===== config.mk =====
export PLATFORM = sky130hd
export DESIGN_NAME = instr_fetch_unit
export DESIGN_NICKNAME = d
export VERILOG_FILES = /design/src/rtl/cpu_defs_pkg.sv /design/src/rtl/branch_resolve.sv /design/src/rtl/instr_fetch_unit.sv
export SDC_FILE = /design/constraint.sdc
export NUM_CORES = 1
export LEC_CHECK = 0
export BUFFER_PORTS_ARGS = -buffer_cell sky130_fd_sc_hd__buf_2
export CAP_MARGIN = 20
export CORE_MARGIN = 2
export CORE_UTILIZATION = 46
export CTS_CLUSTER_DIAMETER = 80
export CTS_CLUSTER_SIZE = 25
export DETAILED_ROUTE_END_ITERATION = 8
export GPL_TIMING_DRIVEN = 0
export PLACE_DENSITY = 0.76
export SLEW_MARGIN = 10
export SYNTH_ARGS = -nofsm -noshare
export SYNTH_HDL_FRONTEND = slang
export SYNTH_SLANG_ARGS = --single-unit
export TNS_END_PERCENT = 100

===== constraint.sdc =====
create_clock -name clk -period 1.9 [get_ports clk]
set_input_delay 0.095 -clock clk [delete_from_list [all_inputs] [get_ports clk]]
set_output_delay 0.095 -clock clk [all_outputs]
set_load 0.02 [all_outputs]

===== src/rtl/cpu_defs_pkg.sv =====
// Shared definitions for the instruction front end and control_unit.
// Holds the opcode constants for the locally resolved control-flow
// instructions, the instruction field positions and the fetch FSM encoding.
package cpu_defs_pkg;

  // Instruction field positions (16-bit instruction word)
  localparam int OPC_MSB = 15;
  localparam int OPC_LSB = 12;
  localparam int TGT_MSB = 7;
  localparam int TGT_LSB = 0;

  // Opcodes handled inside the fetch unit; everything else is datapath work
  localparam logic [3:0] OP_JMP  = 4'hC;
  localparam logic [3:0] OP_JC   = 4'hD;
  localparam logic [3:0] OP_JZ   = 4'hE;
  localparam logic [3:0] OP_HALT = 4'hF;

  typedef enum logic [1:0] {
    ST_IDLE   = 2'd0,
    ST_FETCH  = 2'd1,
    ST_EXEC   = 2'd2,
    ST_HALTED = 2'd3
  } fetch_state_t;

  function automatic logic [3:0] opcode_of(input logic [15:0] ir);
    return ir[OPC_MSB:OPC_LSB];
  endfunction

endpackage


===== src/rtl/branch_resolve.sv =====
// Combinational control-flow resolution for the instruction in ir.
// Ports:
//   ir       in   instruction register contents
//   pc       in   address of the instruction in ir
//   cy,zero  in   ALU flags used by JC / JZ
//   next_pc  out  pc to load at the end of EXEC
//   is_ctrl  out  instruction is JMP/JC/JZ/HALT (not forwarded to the datapath)
//   is_halt  out  instruction is HALT
module branch_resolve
  import cpu_defs_pkg::*;
#(
  parameter int ADDR_W = 8,
  parameter int DATA_W = 16
) (
  input  logic [DATA_W-1:0] ir,
  input  logic [ADDR_W-1:0] pc,
  input  logic              cy,
  input  logic              zero,
  output logic [ADDR_W-1:0] next_pc,
  output logic              is_ctrl,
  output logic              is_halt
);

  logic [3:0]        opcode;
  logic [ADDR_W-1:0] target;
  logic [ADDR_W-1:0] pc_inc;
  logic              taken;
  logic              unused_ir_bits;

  assign opcode = opcode_of(ir);
  // Absolute target taken straight from the low field, no relative math
  assign target = ir[TGT_LSB +: ADDR_W];
  // Natural wrap modulo 2^ADDR_W
  assign pc_inc = pc + 1'b1;
  // Bits between the target field and the opcode carry no meaning here
  assign unused_ir_bits = &{1'b0, ir};

  always_comb begin
    taken   = 1'b0;
    is_ctrl = 1'b0;
    is_halt = 1'b0;
    case (opcode)
      OP_JMP: begin
        is_ctrl = 1'b1;
        taken   = 1'b1;
      end
      OP_JC: begin
        is_ctrl = 1'b1;
        taken   = cy;
      end
      OP_JZ: begin
        is_ctrl = 1'b1;
        taken   = zero;
      end
      OP_HALT: begin
        is_ctrl = 1'b1;
        is_halt = 1'b1;
      end
      default: ;
    endcase

    if (is_halt)
      next_pc = pc;
    else if (taken)
      next_pc = target;
    else
      next_pc = pc_inc;
  end

endmodule


===== src/rtl/instr_fetch_unit.sv =====
// Processor front end: owns the pc, fetches instruction words over a
// req/ack handshake, resolves jumps and HALT locally and forwards datapath
// instructions to control_unit with a one-cycle ir_valid pulse.
// Ports:
//   clk, rst            clock, async active-high reset
//   run_en              allow new fetches; low parks in IDLE after the current instruction
//   mem_req/mem_addr    fetch request and address (address is always pc)
//   mem_rdata/mem_ack   returned word, valid when ack is high
//   cy, zero            ALU flags, only looked at in EXEC
//   ir_data/ir_valid    instruction register and its new-instruction pulse
//   pc                  program counter
//   halted              HALT has executed; only rst leaves this state
//
// state    | meaning
// ---------+-----------------------------------------------------------
// IDLE     | no request; waits for run_en
// FETCH    | mem_req high at pc until mem_ack, then captures the word
// EXEC     | one cycle: pulse ir_valid or resolve jump/halt, update pc
// HALTED   | HALT executed; parked until reset
module instr_fetch_unit
  import cpu_defs_pkg::*;
#(
  parameter int              ADDR_W   = 8,
  parameter int              DATA_W   = 16,   // opcode field assumes 16
  parameter logic [ADDR_W-1:0] RESET_PC = '0
) (
  input  logic              clk,
  input  logic              rst,
  input  logic              run_en,
  output logic              mem_req,
  output logic [ADDR_W-1:0] mem_addr,
  input  logic [DATA_W-1:0] mem_rdata,
  input  logic              mem_ack,
  input  logic              cy,
  input  logic              zero,
  output logic [DATA_W-1:0] ir_data,
  output logic              ir_valid,
  output logic [ADDR_W-1:0] pc,
  output logic              halted
);

  fetch_state_t      state;
  fetch_state_t      state_nxt;
  logic [ADDR_W-1:0] next_pc;
  logic              is_ctrl;
  logic              is_halt;

  branch_resolve #(
    .ADDR_W (ADDR_W),
    .DATA_W (DATA_W)
  ) u_branch_resolve (
    .ir      (ir_data),
    .pc      (pc),
    .cy      (cy),
    .zero    (zero),
    .next_pc (next_pc),
    .is_ctrl (is_ctrl),
    .is_halt (is_halt)
  );

  always_ff @(posedge clk or posedge rst) begin
    if (rst) begin
      state   <= ST_IDLE;
      pc      <= RESET_PC;
      ir_data <= '0;
    end else begin
      state <= state_nxt;
      if (state == ST_FETCH && mem_ack)
        ir_data <= mem_rdata;
      if (state == ST_EXEC)
        pc <= next_pc;
    end
  end

  // Outputs decode straight from state so reset drops mem_req without
  // waiting for a clock edge, and acks outside FETCH have no effect.
  always_comb begin
    state_nxt = state;
    mem_req   = 1'b0;
    ir_valid  = 1'b0;
    halted    = 1'b0;
    case (state)
      ST_IDLE: begin
        if (run_en)
          state_nxt = ST_FETCH;
      end
      ST_FETCH: begin
        mem_req = 1'b1;
        if (mem_ack)
          state_nxt = ST_EXEC;
      end
      ST_EXEC: begin
        if (is_halt) begin
          state_nxt = ST_HALTED;
        end else begin
          ir_valid  = ~is_ctrl;
          state_nxt = run_en ? ST_FETCH : ST_IDLE;
        end
      end
      ST_HALTED: begin
        halted = 1'b1;
      end
      default: state_nxt = ST_IDLE;
    endcase
  end

  assign mem_addr = pc;

endmodule


==> impl_metrics.tcl <==
set metrics [dict create \
    place.detailed.hpwl_mm 2.41 \
    remaining_drc_errors 4 \
    power.static_leakage_nw 0.978 \
    min_period_ns 1.80 \
    htreeDepth 1 \
    n_antenna_cell 0 \
    timing.final.max_slew_violations 0 \
    synth-seq-cells 26 \
    tritoncts_num_sinks 26 \
    gate_count_of_the_mapped_netlist 124 \
    max-slew-margin-rel 0.659 \
    yosys_warnings 0 \
    width_of_the_die_um 58.9 \
    grt_max_degree 27 \
    r2r_cells 5 \
    tritoncts "yes" \
    detail_route.wirelength.met1_mm 1.40 \
    worst_path_largest_cell_delay_ns 0.43 \
    peakVddDrop_uv 858 \
    tightest_slew_ns 0.511 \
    cts_buffer_depth 2 \
    fmax_mhz 555 \
    grt_setup_unrepaired "false" \
    dieHeight_um 58.9 \
    dr.max_layer_used "met4" \
    arrival_ns 2.02 \
    cp_slowest_cell "dfrtp_1" \
    cts_buffers 3 \
    startpoint "state[1]$_DFFE_PP0P_" \
    finalWorstSetupSlack_ns 0.0982 \
    critPathCaptureType "register" \
    cap_violations 0 \
    initial_utilization 0.495 \
    finalHoldViolCount 0 \
    violated_checks "DRC" \
    placeableCoreArea_um2 2810 \
    p_per_area_nw_per_um2 1630 \
    wirelength_mm 3.23 \
    grt_remaining_overflow 0 \
    finalNetCount 230 \
    cts_setup_buffers 0 \
    grt.total_usage 0.200 \
    final_area_um2 1930 \
    via_per_inst 5.16 \
    critPathMaxFanout 10 \
    grt_pass1_vias 1256 \
    final-setup-viol-count 0 \
    net_count_after_synthesis 152 \
    dp_slack_ns 0.0804 \
    start_kind "register" \
    wl_met2_mm 1.63 \
    number_of_antenna_violations_at_the_first_check_in_global_routing 0 \
    clock_tree.root_cell "clkbuf_4" \
    drt-wirelength-per-cell_um 13.9 \
    path_cells "inv_1, ha_1, nand2_1, clkbuf_4, mux2_2" \
    layout_worst_path_cycle_share 0.948 \
    mappedNetlistArea_um2 1390 \
    io_buffers 56 \
    yosysSeqAreaShare 0.468 \
    area_growth_pct 39.3 \
    totalPowerFinal_mw 3.15 \
    min-delay-path-class "in -> reg" \
    drt.antenna.violating_nets 0 \
    insertion_delay_ns 0.33 \
    post_dp_cell_area_um2 1710 \
    synthDistinctLibCells 28 \
    place.gp.congestion 0.808 \
    global_route_wire_length_before_repair_mm 5.37 \
    r2r_slack_ns 0.1 \
    syn-mean-instance-area_um2 11.2 \
    critical_path_required_ns 2.12 \
    detail_route.first_pass.iterations 7 \
    final_layout_size_suffix_gt1_frac 0.468 \
    clock_skew_ns 0.0111 \
    hold_path_depth 2 \
    worstSetupPathType "reg -> reg" \
    origin_of_the_critical_flop_to_flop_path "state[1]$_DFFE_PP0P_" \
    hold_start "mem_rdata[13]" \
    dieArea_um2 3470 \
    placement_rows 19 \
    status "finished with violations" \
    met3RoutedLength_um 182 \
    drt_iter0_drc 39 \
    num_vias 1196 \
    boundaryPins 57 \
    timing.setup.tns_ns 0 \
    clkTransAtPathRegs_ns 0.13 \
]
registers in the layout, indices dropped and copies added, names as in the netlist:
signal	flops
ir_data	16
mem_addr	8
state	2
kinds of logic after synthesis:
kind of cell    Yosys count  synth area share
simple gates             26            0.0991
compound gates           22             0.113
buf+inv                  21            0.0856
flops                    26             0.468
mux                      23             0.180
fa+ha+maj                 6            0.0541
area by class of cell:
cell class                      count  area [µm²]
Fill cell                         214         871
Sequential cell                    26         651
Multi-Input combinational cell     77         619
Timing Repair Buffer               73         468
Buffer                             11        83.8
Tap cell                           31        38.8
Inverter                           10        37.5
Clock buffer                        4        36.3
cell usage after synthesis:
master | count | share of area
and4_1 | 1 | 0.0063
nand3_2 | 1 | 0.0072
a21oi_2 | 4 | 0.025
and3_1 | 1 | 0.0045
and4_2 | 1 | 0.0072
buf_2 | 2 | 0.0072
dfrtp_1 | 26 | 0.47
o22ai_1 | 3 | 0.014
nor2b_1 | 1 | 0.0045
buf_6 | 1 | 0.0081
nand2_1 | 10 | 0.027
nand3_1 | 4 | 0.014
nor2_1 | 2 | 0.0054
o211ai_1 | 1 | 0.0054
inv_1 | 10 | 0.027
a221oi_1 | 1 | 0.0063
ha_1 | 6 | 0.054
o21ai_0 | 4 | 0.014
a2bb2oi_1 | 4 | 0.025
mux2_2 | 16 | 0.13
nand4_1 | 3 | 0.014
and2_1 | 1 | 0.0045
mux2i_1 | 7 | 0.050
a21oi_1 | 3 | 0.011
o22a_1 | 1 | 0.0063
or2_0 | 1 | 0.0045
buf_4 | 8 | 0.043
a21boi_0 | 1 | 0.0054
critical path, delay by kind of cell (launching register included):
family / cells / cell delay, ns
buffers and inverters: 2 / 0.41
flip-flops: 1 / 0.43
adder cells (fa/ha/maj): 1 / 0.25
multiplexers: 1 / 0.35
AND/OR/NAND/NOR: 1 / 0.27
path summary, 6_finish.rpt:
kind	to
worst min register to register	ir_data[11]$_DFFE_PP0P_
min in group asynchronous	ir_data[3]$_DFFE_PP0P_
worst max register to register	ir_data[13]$_DFFE_PP0P_
worst max-delay path	ir_data[13]$_DFFE_PP0P_
worst min-delay path	ir_data[13]$_DFFE_PP0P_
max in group asynchronous	state[0]$_DFFE_PP0P_
power by group:
part / total [mW] / switching [mW] / internal [mW]
Combinational: 1.75 / 0.981 / 0.771
Clock: 0.285 / 0.168 / 0.117
Sequential: 1.11 / 0.291 / 0.822
Total: 3.15 / 1.44 / 1.71
layer usage:
metal / track usage / up-vias
met5: 0 / -
met4: 0.0747 / 0
met3: 0.0242 / 4
met2: 0.349 / 50
met1: 0.254 / 560
li1: - / 582
timing repair:
action                                  in CTS  in global routing
gates resized for setup                      0                  1
endpoints found under the setup margin       0                 10
hold buffers                                11                  5
hold endpoints to repair                    11                 12
cells in the final DEF, fill, tap and decap left out, types with 4 or more instances in the layout:
cell           synthesis  layout
buf_2                  2      57
dlygate4sd3_1          0      16
inv_1                 10      10
buf_4                  8       8
ha_1                   6       6
dfrtp_1               26      26
o21ai_0                4       4
a21oi_2                4       4
mux2_2                16      16
nand3_1                4       4
a2bb2oi_1              4       4
nand2_1               10      10
mux2i_1                7       7
clkbuf_4               0       4
through the flow:
| stage | std cells | utilization | hold slack [ns] |
|---|---|---|---|
| 6_report | 232 | 0.690 | 0.0171 |
| 3_5_place_dp | 211 | 0.609 | 0.331 |
| 5_1_grt | 232 | 0.690 | 0.0112 |
| 3_3_place_gp | 211 | 0.609 | 0.326 |
| 4_1_cts | 226 | 0.661 | 0.000807 |
| 2_1_floorplan | 124 | - | 0.135 |
Power figures use the tool's default switching activity.
